[config.mk]
export PLATFORM = sky130hd
export DESIGN_NAME = tff_toggle_sched
export DESIGN_NICKNAME = d
export VERILOG_FILES = /design/src/rtl/tff_toggle_sched.sv
export SDC_FILE = /design/constraint.sdc
export NUM_CORES = 1
export LEC_CHECK = 0
export ABC_AREA = 1
export CORE_MARGIN = 2
export CORE_UTILIZATION = 30
export CTS_BUF_LIST = sky130_fd_sc_hd__clkbuf_8
export DETAILED_ROUTE_END_ITERATION = 7
export PLACE_DENSITY = 0.51
export SYNTH_ARGS = -nofsm -noshare
export SYNTH_HDL_FRONTEND = slang
export SYNTH_SLANG_ARGS = --single-unit
[constraint.sdc]
create_clock -name clk -period 2 [get_ports clk]
set_input_delay 0.2 -clock clk [delete_from_list [all_inputs] [get_ports clk]]
set_output_delay 0.2 -clock clk [all_outputs]
set_load 0.02 [all_outputs]
[src/rtl/tff_toggle_sched.sv]
// tff_toggle_sched
// Drives the T input of a downstream toggle flop with registered one-cycle
// enable pulses, one every half_period clocks. Runs either for a fixed
// number of toggles, ending with a one-cycle done pulse, or continuously
// until stopped.

module tff_toggle_sched #(
    parameter int CNT_W   = 8,
    parameter int BURST_W = 8
) (
    input  logic               clk,
    input  logic               reset,
    input  logic               start,
    input  logic               stop,
    input  logic [CNT_W-1:0]   half_period,
    input  logic [BURST_W-1:0] burst_len,
    output logic               t,
    output logic               busy,
    output logic               done,
    output logic [BURST_W-1:0] toggles_left
);

    localparam logic [CNT_W-1:0]   CNT_ZERO   = '0;
    localparam logic [CNT_W-1:0]   CNT_ONE    = {{(CNT_W-1){1'b0}}, 1'b1};
    localparam logic [BURST_W-1:0] BURST_ZERO = '0;
    localparam logic [BURST_W-1:0] BURST_ONE  = {{(BURST_W-1){1'b0}}, 1'b1};

    typedef enum logic [1:0] {
        IDLE = 2'd0,
        RUN  = 2'd1,
        DONE = 2'd2
    } state_t;

    state_t           state;
    logic [CNT_W-1:0] counter;
    logic [CNT_W-1:0] hp;
    logic             finite;
    logic             toggle_now;

    // The counter has reached the last slot of the half period, so the next
    // edge issues a toggle; hp is never 0, so hp-1 cannot wrap.
    assign toggle_now = (counter == (hp - CNT_ONE));

    // Sequencer: every output is a register written only from here.
    always_ff @(posedge clk or negedge reset) begin
        if (!reset) begin
            state        <= IDLE;
            counter      <= CNT_ZERO;
            hp           <= CNT_ONE;
            finite       <= 1'b0;
            t            <= 1'b0;
            busy         <= 1'b0;
            done         <= 1'b0;
            toggles_left <= BURST_ZERO;
        end else begin
            case (state)
                IDLE: begin
                    t    <= 1'b0;
                    done <= 1'b0;
                    if (start && !stop) begin
                        state        <= RUN;
                        busy         <= 1'b1;
                        counter      <= CNT_ZERO;
                        hp           <= (half_period == CNT_ZERO) ? CNT_ONE : half_period;
                        toggles_left <= burst_len;
                        finite       <= (burst_len != BURST_ZERO);
                    end else begin
                        busy         <= 1'b0;
                        toggles_left <= BURST_ZERO;
                    end
                end

                RUN: begin
                    done <= 1'b0;
                    if (stop) begin
                        state        <= IDLE;
                        t            <= 1'b0;
                        busy         <= 1'b0;
                        counter      <= CNT_ZERO;
                        toggles_left <= BURST_ZERO;
                        finite       <= 1'b0;
                    end else if (finite && (toggles_left == BURST_ZERO)) begin
                        // The final toggle was issued last edge; announce completion.
                        state   <= DONE;
                        t       <= 1'b0;
                        done    <= 1'b1;
                        counter <= CNT_ZERO;
                    end else if (toggle_now) begin
                        counter <= CNT_ZERO;
                        t       <= 1'b1;
                        if (finite) begin
                            toggles_left <= toggles_left - BURST_ONE;
                        end
                    end else begin
                        counter <= counter + CNT_ONE;
                        t       <= 1'b0;
                    end
                end

                DONE: begin
                    state        <= IDLE;
                    t            <= 1'b0;
                    busy         <= 1'b0;
                    done         <= 1'b0;
                    counter      <= CNT_ZERO;
                    toggles_left <= BURST_ZERO;
                    finite       <= 1'b0;
                end

                default: begin
                    state        <= IDLE;
                    t            <= 1'b0;
                    busy         <= 1'b0;
                    done         <= 1'b0;
                    counter      <= CNT_ZERO;
                    toggles_left <= BURST_ZERO;
                    finite       <= 1'b0;
                end
            endcase
        end
    end

endmodule

==> run_results.csv <==
group,metric,value,unit
status,status,"finished, final reports clean",
timing,setup_ws,0.0879,ns
cts,h-tree-depth,2,
synthesis,synth_top_cells_by_count,"nand2_1, dfrtp_1, inv_1",
cts,cts_inserted_buffers,5,
cts,insertion_delay,0.29,ns
floorplan,io_pins,31,
placed_design,dp.final_hpwl,3.31,mm
cts,clkTransAtPathRegs,0.07,ns
synthesis,synth.net_count,271,
drt,detail_route.iter0.violations,49,
synthesis,yosys.area.top_type,"dfrtp_1",
drt,drc,0,
synthesis,avgSynthCellArea,7.41,µm²
timing,period_minus_slack,1.91,ns
cts,numClockSinks,30,
timing,post-route-period-util,0.956,
cts,max-clock-path-buffers,2,
cts,root_buffer,"clkbuf_8",
global_route,grt_max_degree,31,
timing,fmax,523,MHz
critical_path,r2r_cells,14,
synthesis,synth.distinct_cells,32,
critical_path,start_kind,"flop",
critical_path,critical_path_class,"flop to flop",
finish,area_growth,29.5,%
timing,setup_viol,0,
cts,holdBufCountCts,0,
critical_path,r2r-start,"hp[0]$_DFFE_PN1P_",
timing,worst_hold_slack,0.302,ns
finish,layout-drive-gt1-share,0.124,
critical_path,rrSetupSlack,0.09,ns
power_and_ir_drop,pwr_density_cell,992,nW/µm²
global_route,grt_pass1_vias,1632,
power_and_ir_drop,power.leakage,1.12,nW
critical_path,timing.rr.end,"toggles_left[3]$_DFFE_PN0P_",
timing,rsz0062_at_grt,"true",
placed_design,gp_congestion,0.838,
floorplan,rows,28,
synthesis,ys.flop_type,"dfrtp_1",
critical_path,end_kind,"flop",
synthesis,synthTopCellsByArea,"dfrtp_1, nand2_1, nand3_1",
drt,drtAntennaViolNets,0,
drt,wirelength,4.46,mm
drt,wire_per_inst,12.2,µm
timing,hold_violations,0,
critical_path,required,2.22,ns
timing,drv_slew,0,
job,drv_cap,0,
synthesis,netlist_instances,248,
floorplan,die_y,82.3,µm
cts,cts_tree,"done",
placed_design,dp_worst_setup_slack,0.0457,ns
min_path,hp-class,"primary input to async pin",
global_route,antenna_found_initial,0,
power_and_ir_drop,ir_drop,0.369,mV
timing,fin_skew,0.00479,ns
synthesis,yosys_warnings,0,
synthesis,synth.most_common_cell,"nand2_1",
floorplan,die-area,6770,µm²
finish,nFillCells,614,
drt,dr.pass1.iters,4,
global_route,grt.overflow.total,0,
timing,relSlewSlack,0.691,
floorplan,chipWidth,82.3,µm
floorplan,core_area,5920,µm²
critical_path,cp_max_fo,8,
global_route,grt_pass1_wl,7.27,mm
synthesis,synth_edf_count,0,
drt,num_vias,1692,
synthesis,async_flop_share,1.00,
drt,drt-vias-per-instance,4.64,
synthesis,synth_top_area_frac,0.395,
placed_design,port_buffers,30,
global_route,track_usage,0.143,
finish,nNetsFinal,312,
critical_path,arrival,2.14,ns
critical_path,setup.worst_path.start,"hp[0]$_DFFE_PN1P_",
power_and_ir_drop,power,0.00236,W
synthesis,yosysSeqAreaShare,0.409,
floorplan,start_util,0.310,
timing,tightest_slew,0.463,ns
synthesis,synth_area,1840,µm²
synthesis,synth_seq_cells,30,
finish,num_antenna_cells,0,
[kinds of logic after synthesis]
| kind of cell | after synthesis | share of synthesized area |
|---|---|---|
| adder cells (fa/ha/maj) | 3 | 0.0204 |
| AO/OA/AOI/OAI | 27 | 0.0803 |
| AND/OR/NAND/NOR | 140 | 0.347 |
| buffers and inverters | 35 | 0.0810 |
| XOR/XNOR | 13 | 0.0619 |
| flip-flops | 30 | 0.409 |
[critical path: stages (launching register included)]
cell     delay, ns
dfstp_2       0.55
inv_4         0.04
ha_4          0.25
inv_2         0.03
nand2_1       0.04
nand2_1       0.04
nor2_1        0.08
nand2_1       0.05
nor2_1        0.08
nand2_1       0.09
nor2_4        0.20
nand3_4       0.14
nand2_4       0.12
nand2_1       0.06
nand2_1       0.06
[per-layer routing]
metal	global-route usage	part of all wire	vias to the layer above
met5	0	0	-
met4	0.0667	0.011	0
met3	0.0337	0.047	5
met2	0.228	0.45	34
met1	0.181	0.49	780
li1	-	-	873
[report_power, final]
| part | internal [W] | switching [W] |
|---|---|---|
| logic | 0.000411 | 0.000579 |
| registers | 0.000727 | 0.000135 |
| clock network | 0.000272 | 0.000235 |
[timing repair]
item | CTS | global route
resized for setup | 0 | 7
endpoints found under the setup margin | 0 | 16
setup buffers | 0 | 2
[flip-flops by register name, summed over array words and instances, names as in the netlist]
signal	flops
counter	8
hp	8
toggles_left	8
state	2
busy	1
done	1
finite	1
t	1
[worst max path at each step]
| stage | endpoint | slack, ns | depth (start not counted) |
|---|---|---|---|
| 5_1_grt | toggles_left[1]$_DFFE_PN0P_ | -0.04 | 14 |
| 2_1_floorplan | counter[0]$_DFFE_PN0N_ | 0.22 | 11 |
| 4_1_cts | counter[0]$_DFFE_PN0N_ | 0.02 | 11 |
| 3_5_place_dp | counter[0]$_DFFE_PN0N_ | 0.05 | 11 |
| 6_report | toggles_left[3]$_DFFE_PN0P_ | 0.09 | 14 |
| 3_3_place_gp | toggles_left[2]$_DFFE_PN0P_ | 0.09 | 12 |
[layout by cell type (no fill, tap or decap), types with 3 or more instances in the layout]
cell             netlist  routed
dfrtp_1               29      29
nand3_1               23      23
o22ai_1                3       3
nand2_4                1       3
nor2_2                 5       5
buf_4                  0       6
xor2_1                 9       9
nand2_1               80      78
nor2_1                18      18
xnor2_1                4       4
o21ai_0               18      18
clkbuf_8               1       6
clkdlybuf4s50_1        0      30
inv_1                 29      29
inv_2                  3       3
[final cells by class]
class	instances	area [µm²]	area share
clock inverter	2	8.76	0.00368
timing repair buffer	36	345	0.145
tap	75	93.8	0.0394
sequential	30	752	0.316
inverter	32	123	0.0515
multi-input combinational	184	975	0.410
clock buffer	6	82.6	0.0347
[through the flow]
stage	setup TNS, ns	instance area [µm²]	instances	utilization
6_report	0	2380	365	0.402
5_1_grt	-0.176	2380	365	0.402
4_1_cts	0	2320	362	0.393
3_5_place_dp	0	2230	354	0.377
3_3_place_gp	0	2230	354	0.377
2_1_floorplan	0	1840	248	-
No activity file was read; power rests on OpenSTA's default activity.
